**src/rtl/sram_bist_pkg.sv**
```systemverilog
// Shared types and March C- element table for the SRAM march BIST.
// Each element lists its sweep direction, ops per address, and per-op read flag / data value.
package sram_bist_pkg;

    typedef enum logic [1:0] {
        ST_IDLE  = 2'd0,
        ST_RUN   = 2'd1,
        ST_DRAIN = 2'd2,
        ST_DONE  = 2'd3
    } bist_state_e;

    typedef enum logic [2:0] {
        EL_M0 = 3'd0,
        EL_M1 = 3'd1,
        EL_M2 = 3'd2,
        EL_M3 = 3'd3,
        EL_M4 = 3'd4,
        EL_M5 = 3'd5
    } march_elem_e;

    // Bit [k] of is_read/value describes op k at each address; value selects all-zeros or all-ones.
    typedef struct packed {
        logic       down;
        logic [1:0] n_ops;
        logic [1:0] is_read;
        logic [1:0] value;
    } elem_cfg_t;

    localparam elem_cfg_t ELEM_TABLE [6] = '{
        '{down: 1'b0, n_ops: 2'd1, is_read: 2'b00, value: 2'b00},  // M0 up(w0)
        '{down: 1'b0, n_ops: 2'd2, is_read: 2'b01, value: 2'b10},  // M1 up(r0,w1)
        '{down: 1'b0, n_ops: 2'd2, is_read: 2'b01, value: 2'b01},  // M2 up(r1,w0)
        '{down: 1'b1, n_ops: 2'd2, is_read: 2'b01, value: 2'b10},  // M3 down(r0,w1)
        '{down: 1'b1, n_ops: 2'd2, is_read: 2'b01, value: 2'b01},  // M4 down(r1,w0)
        '{down: 1'b0, n_ops: 2'd1, is_read: 2'b01, value: 2'b00}   // M5 up(r0)
    };

    function automatic march_elem_e next_elem(input march_elem_e elem);
        return (elem == EL_M5) ? EL_M0 : march_elem_e'(elem + 3'd1);
    endfunction

endpackage

```
**src/rtl/sram_bist_addr_gen.sv**
```systemverilog
// Up/down address counter for the march BIST with terminal-count flag.
// On a step at terminal count it reloads the start address of the following element.
module sram_bist_addr_gen #(
    parameter int P_ADDR_WIDTH = 10
) (
    input  logic                    clk,
    input  logic                    rst,
    input  logic                    clr_i,
    input  logic                    step_i,
    input  logic                    down_i,
    input  logic                    next_down_i,
    output logic [P_ADDR_WIDTH-1:0] addr_o,
    output logic                    tc_o
);

    localparam logic [P_ADDR_WIDTH-1:0] ADDR_MAX = '1;
    localparam logic [P_ADDR_WIDTH-1:0] ADDR_ONE = {{(P_ADDR_WIDTH-1){1'b0}}, 1'b1};

    logic [P_ADDR_WIDTH-1:0] addr_q;
    logic [P_ADDR_WIDTH-1:0] addr_d;

    assign tc_o   = down_i ? (addr_q == '0) : (addr_q == ADDR_MAX);
    assign addr_o = addr_q;

    always_comb begin
        // NOTE: addr_d gets a default first so every path assigns it and no latch is inferred.
        addr_d = addr_q;
        if (clr_i) begin
            addr_d = '0;
        end else if (step_i) begin
            if (tc_o) begin
                addr_d = next_down_i ? ADDR_MAX : '0;
            end else if (down_i) begin
                addr_d = addr_q - ADDR_ONE;
            end else begin
                addr_d = addr_q + ADDR_ONE;
            end
        end
    end

    always_ff @(posedge clk) begin
        if (rst) begin
            addr_q <= '0;
        end else begin
            addr_q <= addr_d;
        end
    end

endmodule

```
**src/rtl/sram_march_bist.sv**
```systemverilog
// March C- BIST controller driving an SRAM BIST port, one op per cycle,
// with a one-stage pipelined read compare and first-fail capture.
module sram_march_bist
    import sram_bist_pkg::*;
#(
    parameter int P_ADDR_WIDTH = 10,
    parameter int P_DATA_WIDTH = 8
) (
    input  logic                    A_CLK,
    input  logic                    A_RST,
    input  logic                    A_START,
    output logic                    A_BIST_EN,
    output logic                    A_BIST_MEN,
    output logic                    A_BIST_WEN,
    output logic                    A_BIST_REN,
    output logic [P_ADDR_WIDTH-1:0] A_BIST_ADDR,
    output logic [P_DATA_WIDTH-1:0] A_BIST_DIN,
    output logic [P_DATA_WIDTH-1:0] A_BIST_BM,
    input  logic [P_DATA_WIDTH-1:0] A_DOUT,
    output logic                    A_BUSY,
    output logic                    A_DONE,
    output logic                    A_FAIL,
    output logic [P_ADDR_WIDTH-1:0] A_FAIL_ADDR,
    output logic [P_DATA_WIDTH-1:0] A_FAIL_DATA
);

    bist_state_e             state_q;
    march_elem_e             elem_q;
    logic                    op_q;
    logic                    men_q, wen_q, ren_q, val_q;
    logic [P_DATA_WIDTH-1:0] din_q;
    logic                    busy_q, done_q, fail_q;
    logic [P_ADDR_WIDTH-1:0] fail_addr_q;
    logic [P_DATA_WIDTH-1:0] fail_data_q;
    logic                    cmp_vld_q;
    logic [P_DATA_WIDTH-1:0] cmp_exp_q;
    logic [P_ADDR_WIDTH-1:0] cmp_addr_q;

    logic [P_ADDR_WIDTH-1:0] addr;
    logic                    tc;
    logic                    in_run, start_ok, last_op, run_end;
    march_elem_e             nxt_elem;
    logic                    nxt_op, nxt_rd, nxt_val;

    assign in_run   = (state_q == ST_RUN);
    assign start_ok = A_START && ((state_q == ST_IDLE) || (state_q == ST_DONE));
    assign last_op  = (ELEM_TABLE[elem_q].n_ops == 2'd1) || op_q;
    assign run_end  = in_run && last_op && tc && (elem_q == EL_M5);

    // Position of the op to issue next cycle: second op of a pair, next address, or next element.
    always_comb begin
        nxt_elem = elem_q;
        nxt_op   = 1'b0;
        if (start_ok) begin
            nxt_elem = EL_M0;
        end else if (!last_op) begin
            nxt_op = 1'b1;
        end else if (tc) begin
            nxt_elem = next_elem(elem_q);
        end
        nxt_rd  = ELEM_TABLE[nxt_elem].is_read[nxt_op];
        nxt_val = ELEM_TABLE[nxt_elem].value[nxt_op];
    end

    sram_bist_addr_gen #(
        .P_ADDR_WIDTH(P_ADDR_WIDTH)
    ) u_addr_gen (
        .clk        (A_CLK),
        .rst        (A_RST),
        .clr_i      (start_ok),
        .step_i     (in_run && last_op),
        .down_i     (ELEM_TABLE[elem_q].down),
        .next_down_i(ELEM_TABLE[next_elem(elem_q)].down),
        .addr_o     (addr),
        .tc_o       (tc)
    );

    always_ff @(posedge A_CLK) begin
        if (A_RST) begin
            state_q     <= ST_IDLE;
            elem_q      <= EL_M0;
            op_q        <= 1'b0;
            men_q       <= 1'b0;
            wen_q       <= 1'b0;
            ren_q       <= 1'b0;
            val_q       <= 1'b0;
            din_q       <= '0;
            busy_q      <= 1'b0;
            done_q      <= 1'b0;
            fail_q      <= 1'b0;
            fail_addr_q <= '0;
            fail_data_q <= '0;
            cmp_vld_q   <= 1'b0;
            cmp_exp_q   <= '0;
            cmp_addr_q  <= '0;
        end else begin
            // NOTE: non-blocking assignments so every flop here updates from pre-edge values.
            cmp_vld_q <= 1'b0;
            if (cmp_vld_q && (A_DOUT != cmp_exp_q) && !fail_q) begin
                fail_q      <= 1'b1;
                fail_addr_q <= cmp_addr_q;
                fail_data_q <= A_DOUT;
            end

            case (state_q)
                ST_IDLE, ST_DONE: begin
                    if (start_ok) begin
                        state_q     <= ST_RUN;
                        elem_q      <= nxt_elem;
                        op_q        <= nxt_op;
                        men_q       <= 1'b1;
                        wen_q       <= !nxt_rd;
                        ren_q       <= nxt_rd;
                        val_q       <= nxt_val;
                        din_q       <= nxt_rd ? '0 : {P_DATA_WIDTH{nxt_val}};
                        busy_q      <= 1'b1;
                        done_q      <= 1'b0;
                        fail_q      <= 1'b0;
                        fail_addr_q <= '0;
                        fail_data_q <= '0;
                    end
                end
                ST_RUN: begin
                    cmp_vld_q  <= ren_q;
                    cmp_exp_q  <= {P_DATA_WIDTH{val_q}};
                    cmp_addr_q <= addr;
                    if (run_end) begin
                        state_q <= ST_DRAIN;
                        elem_q  <= EL_M0;
                        op_q    <= 1'b0;
                        men_q   <= 1'b0;
                        wen_q   <= 1'b0;
                        ren_q   <= 1'b0;
                        val_q   <= 1'b0;
                        din_q   <= '0;
                    end else begin
                        elem_q <= nxt_elem;
                        op_q   <= nxt_op;
                        men_q  <= 1'b1;
                        wen_q  <= !nxt_rd;
                        ren_q  <= nxt_rd;
                        val_q  <= nxt_val;
                        din_q  <= nxt_rd ? '0 : {P_DATA_WIDTH{nxt_val}};
                    end
                end
                ST_DRAIN: begin
                    state_q <= ST_DONE;
                    busy_q  <= 1'b0;
                    done_q  <= 1'b1;
                end
                default: state_q <= ST_IDLE;
            endcase
        end
    end

    assign A_BIST_EN   = busy_q;
    assign A_BIST_MEN  = men_q;
    assign A_BIST_WEN  = wen_q;
    assign A_BIST_REN  = ren_q;
    assign A_BIST_ADDR = addr;
    assign A_BIST_DIN  = din_q;
    assign A_BIST_BM   = '1;
    assign A_BUSY      = busy_q;
    assign A_DONE      = done_q;
    assign A_FAIL      = fail_q;
    assign A_FAIL_ADDR = fail_addr_q;
    assign A_FAIL_DATA = fail_data_q;

endmodule

```
**config.mk**
```make
export PLATFORM = sky130hd
export DESIGN_NAME = sram_march_bist
export DESIGN_NICKNAME = d
export VERILOG_FILES = /design/src/rtl/sram_bist_pkg.sv /design/src/rtl/sram_bist_addr_gen.sv /design/src/rtl/sram_march_bist.sv
export SDC_FILE = /design/constraint.sdc
export NUM_CORES = 1
export LEC_CHECK = 0
export CELL_PAD_IN_SITES_DETAIL_PLACEMENT = 1
export CELL_PAD_IN_SITES_GLOBAL_PLACEMENT = 2
export CORE_MARGIN = 1.5
export CORE_UTILIZATION = 30
export DETAILED_ROUTE_END_ITERATION = 12
export PLACE_DENSITY = 0.76
export SKIP_CTS_REPAIR_TIMING = 1
export SYNTH_ARGS = -nofsm -noshare
export SYNTH_HDL_FRONTEND = slang
export SYNTH_HIERARCHICAL = 1
export SYNTH_SLANG_ARGS = --single-unit
```
**constraint.sdc**
```tcl
create_clock -name A_CLK -period 3.8 [get_ports A_CLK]
set_clock_uncertainty 0.05 [all_clocks]
set_input_delay 0.76 -clock A_CLK [delete_from_list [all_inputs] [get_ports A_CLK]]
set_output_delay 0.76 -clock A_CLK [all_outputs]
set_load 0.02 [all_outputs]
```
==> key figures <==
Placed design
  – Place WS: 775 ps
  – PortBufs: 53
  – Hpwl dp: 5400 um
  – Dpl cell area: 3520 sq um
  – Final Wtd Congestion: 0.805

Clock network
  – Clk buf depth: 2
  – H-Tree Level Count: 2
  – CTS buffer count: 5
  – Clock tree sinks: 54
  – Skew-Pair Late Insertion Delay: 310 ps
  – CTS root buf: clkbuf_8
  – Reg clk slew, reported paths: 100 ps
  – Clock tree from TritonCTS: done

Timing
  – Tmin final: 3040 ps
  – Smallest setup slack after layout: 762 ps
  – Slew @ Worst Pin: 817 ps
  – Slew Viols, Final: 0
  – Hold Vio Cnt, Final: 0
  – Fmax: 329 MHz
  – Post-route clock period utilization: 80.0%
  – Final setup fails: 0
  – Max-slew headroom: 45.6%
  – Hold slack: 410 ps
  – Setup TNS Final: 0 ps
  – RSZ-0062 raised after global routing: false

Yosys
  – Post-synthesis sequential area ratio: 36.5%
  – Cell taking the most area after synthesis: dfxtp_1
  – Mean Syn Cell Area: 8.62 sq um
  – Count of cell types in the netlist: 58
  – Synth top area cells: dfxtp_1 36%, mux2i_1 10%, nand2_1 5.8%
  – Post-synth EDFFs: 0
  – Mapped cell area: 2960 sq um
  – FF+latch count, synth: 54
  – Post-Syn Instances: 344
  – Asr flop ratio synth: 0%
  – Synth top area share: 36.5%
  – Yosys warning count: 6
  – Top FF cell, synth: dfxtp_1

Global route
  – First-pass GRT wire length: 11700 um
  – Largest net degree at the start of global routing: 38
  – Initial antenna violation count: 0
  – Total Routing Usage GR: 14.1%
  – Vias in the first global route: 2352
  – Remaining Overflow, GRT: 0

Critical path
  – Crit path kind: flip-flop to flip-flop
  – Critical Path Fanout Max: 15
  – Reg2reg start: elem_q[2]$_SDFFE_PP0P_
  – FF-to-FF End: u_addr_gen/addr_o[8]$_SDFFE_PP0P_
  – Crit path launch: elem_q[2]$_SDFFE_PP0P_
  – Arrival @ worst endpoint: 3200 ps
  – Critical Path End Type: flip-flop
  – Reg2reg setup slack: 760 ps
  – Reg2reg path depth: 9
  – Startpoint Class: flip-flop
  – Worst setup endpoint: u_addr_gen/addr_o[8]$_SDFFE_PP0P_
  – Crit path required time: 3960 ps

Power and ir drop
  – P_int: 0.00105 W
  – Leak pwr: 1.32 nW
  – Part of the power in combinational logic: 38.1%
  – Sw Share: 38.2%
  – Total Power: 0.00170 W
  – Flop pwr share: 42.3%
  – Peak supply drop: 0.000164 V
  – Clock share of power: 19.6%
  – Sw power: 0.000649 W
  – PwrDens: 471 nW/um^2

Drt
  – Vias per Instance: 4.83
  – Pre-antenna DRT Iters: 4
  – DRC: 0
  – Drt initial violations: 61
  – WL per Instance: 14.1 um
  – Routed WL: 7290 um
  – Routed Antenna Nets: 0
  – Via count: 2492

Die
  – Std-Cell Rows: 36
  – Num ports: 62
  – Core area: 9680 sq um
  – Die X: 102 um
  – Die Y: 102 um
  – Starting Density: 30.6%
  – Die ar.: 10500 sq um

Job
  – Max-cap violations: 0

Hold path
  – Hold Path Class: flip-flop to flip-flop

Final layout
  – # diodes: 0
  – Share of layout cells above drive strength 1: 6.27%
  – Final Cell Area: 3610 sq um
  – Nets: 405
  – Layout area overhead: 21.8%

Outcome
  – Status: finished, final reports clean
-- metrics by stage --
step                instances  util [%]
global route              516      37.3
floorplan                 351         -
CTS                       516      37.3
detailed placement        508      36.3
global placement          508      36.3
finish                    516      37.3
-- state kept, by name, summed over array words and instances, names as in the netlist, 2 cells and up --
register,cells
A_FAIL_ADDR,10
A_FAIL_DATA,8
cmp_addr_q,10
elem_q,3
state_q,2
u_addr_gen/addr_o,10
-- placed cells by master (no fill, tap or decap), drive strengths merged, types with 3 or more instances in the layout --
master / synthesis / routed
dfxtp: 54 / 54
clkdlybuf4s50: 0 / 53
nand2: 46 / 46
mux2i: 31 / 31
nor2: 31 / 31
a21oi: 25 / 25
o21ai: 17 / 17
ha: 11 / 11
conb: 1 / 8
nor3: 8 / 8
nand2b: 7 / 7
clkbuf: 14 / 7
a211oi: 6 / 6
inv: 6 / 6
nor2b: 6 / 6
xnor2: 5 / 5
and2: 4 / 4
o21a: 4 / 4
buf: 19 / 4
a21o: 3 / 3
nand4: 3 / 3
nand3: 3 / 3
nand3b: 3 / 3
or2: 3 / 3
-- logic make-up (layout without fill, tap and decap cells) --
group / after synthesis / count (layout) / synth area share, %
other: 1 / 8 / 0.127
xor gates and xnor gates: 6 / 6 / 1.77
adders and majority gates: 12 / 12 / 5.32
AOI/OAI and AO/OA: 72 / 72 / 16.0
buffers and inverters: 39 / 71 / 7.81
muxes: 33 / 33 / 11.2
DFF: 54 / 54 / 36.5
and+or+nand+nor: 127 / 127 / 21.3
-- area by class of cell --
type	count	area [sq um]
clock buffer	7	86.3
clock inverter	1	5.00
fill	1139	6070
inverter	6	25.0
multi-input combinational	258	1690
sequential	54	1080
tap	133	166
timing repair buffer	57	561
-- worst min-delay path by stage --
stage               cells past startpoint                        end  slack, ps                       start
CTS                                     2  A_FAIL_ADDR[5]$_SDFF_PP0_        410  cmp_addr_q[5]$_SDFFE_PP0P_
floorplan                               2         val_q$_SDFFE_PP0P_        390          val_q$_SDFFE_PP0P_
detailed placement                      2  A_FAIL_ADDR[2]$_SDFF_PP0_        400  cmp_addr_q[2]$_SDFFE_PP0P_
finish                                  2  A_FAIL_DATA[4]$_SDFF_PP0_        410   A_FAIL_DATA[4]$_SDFF_PP0_
global route                            2  A_FAIL_DATA[7]$_SDFF_PP0_        430   A_FAIL_DATA[7]$_SDFF_PP0_
global placement                        2  A_FAIL_ADDR[5]$_SDFF_PP0_        390   A_FAIL_ADDR[5]$_SDFF_PP0_
-- per-layer routing --
layer	up-vias	GRT usage (%)	part of all wire, %
met3	6	2.19	2.8
li1	1256	-	-
met5	-	0	0
met2	42	22.9	45
met1	1188	19.1	51
met4	0	4.43	1.2
-- Yosys cell counts, types with 5 or more instances --
| cell | count |
|---|---|
| a211oi_1 | 6 |
| a21oi_1 | 25 |
| buf_4 | 16 |
| clkbuf_1 | 14 |
| dfxtp_1 | 54 |
| ha_1 | 11 |
| inv_1 | 5 |
| mux2i_1 | 31 |
| nand2_1 | 46 |
| nand2b_1 | 7 |
| nor2_1 | 31 |
| nor2b_1 | 5 |
| nor3_1 | 7 |
| o21ai_0 | 15 |
| xnor2_1 | 5 |
-- critical path, stage by stage (launching register included) --
cell       delay [ps]
dfxtp_1           570
nor2b_1           110
mux2_2            420
fa_1              490
a21oi_1           210
o21ai_1           100
a2111oi_0         530
nor4_1            100
nand2b_1          160
o221a_1           200
-- power by group through the flow --
stage | clock (W) | sequential [W] | combinational, W
after floorplan | 0 | 0.000760 | 0.000403
after global placement | 0 | 0.000731 | 0.000641
after detailed placement | 0 | 0.000733 | 0.000651
after CTS | 0.000350 | 0.000720 | 0.000654
after global routing | 0.000364 | 0.000734 | 0.000715
final | 0.000333 | 0.000719 | 0.000647
(Power assumes the default switching activity.)
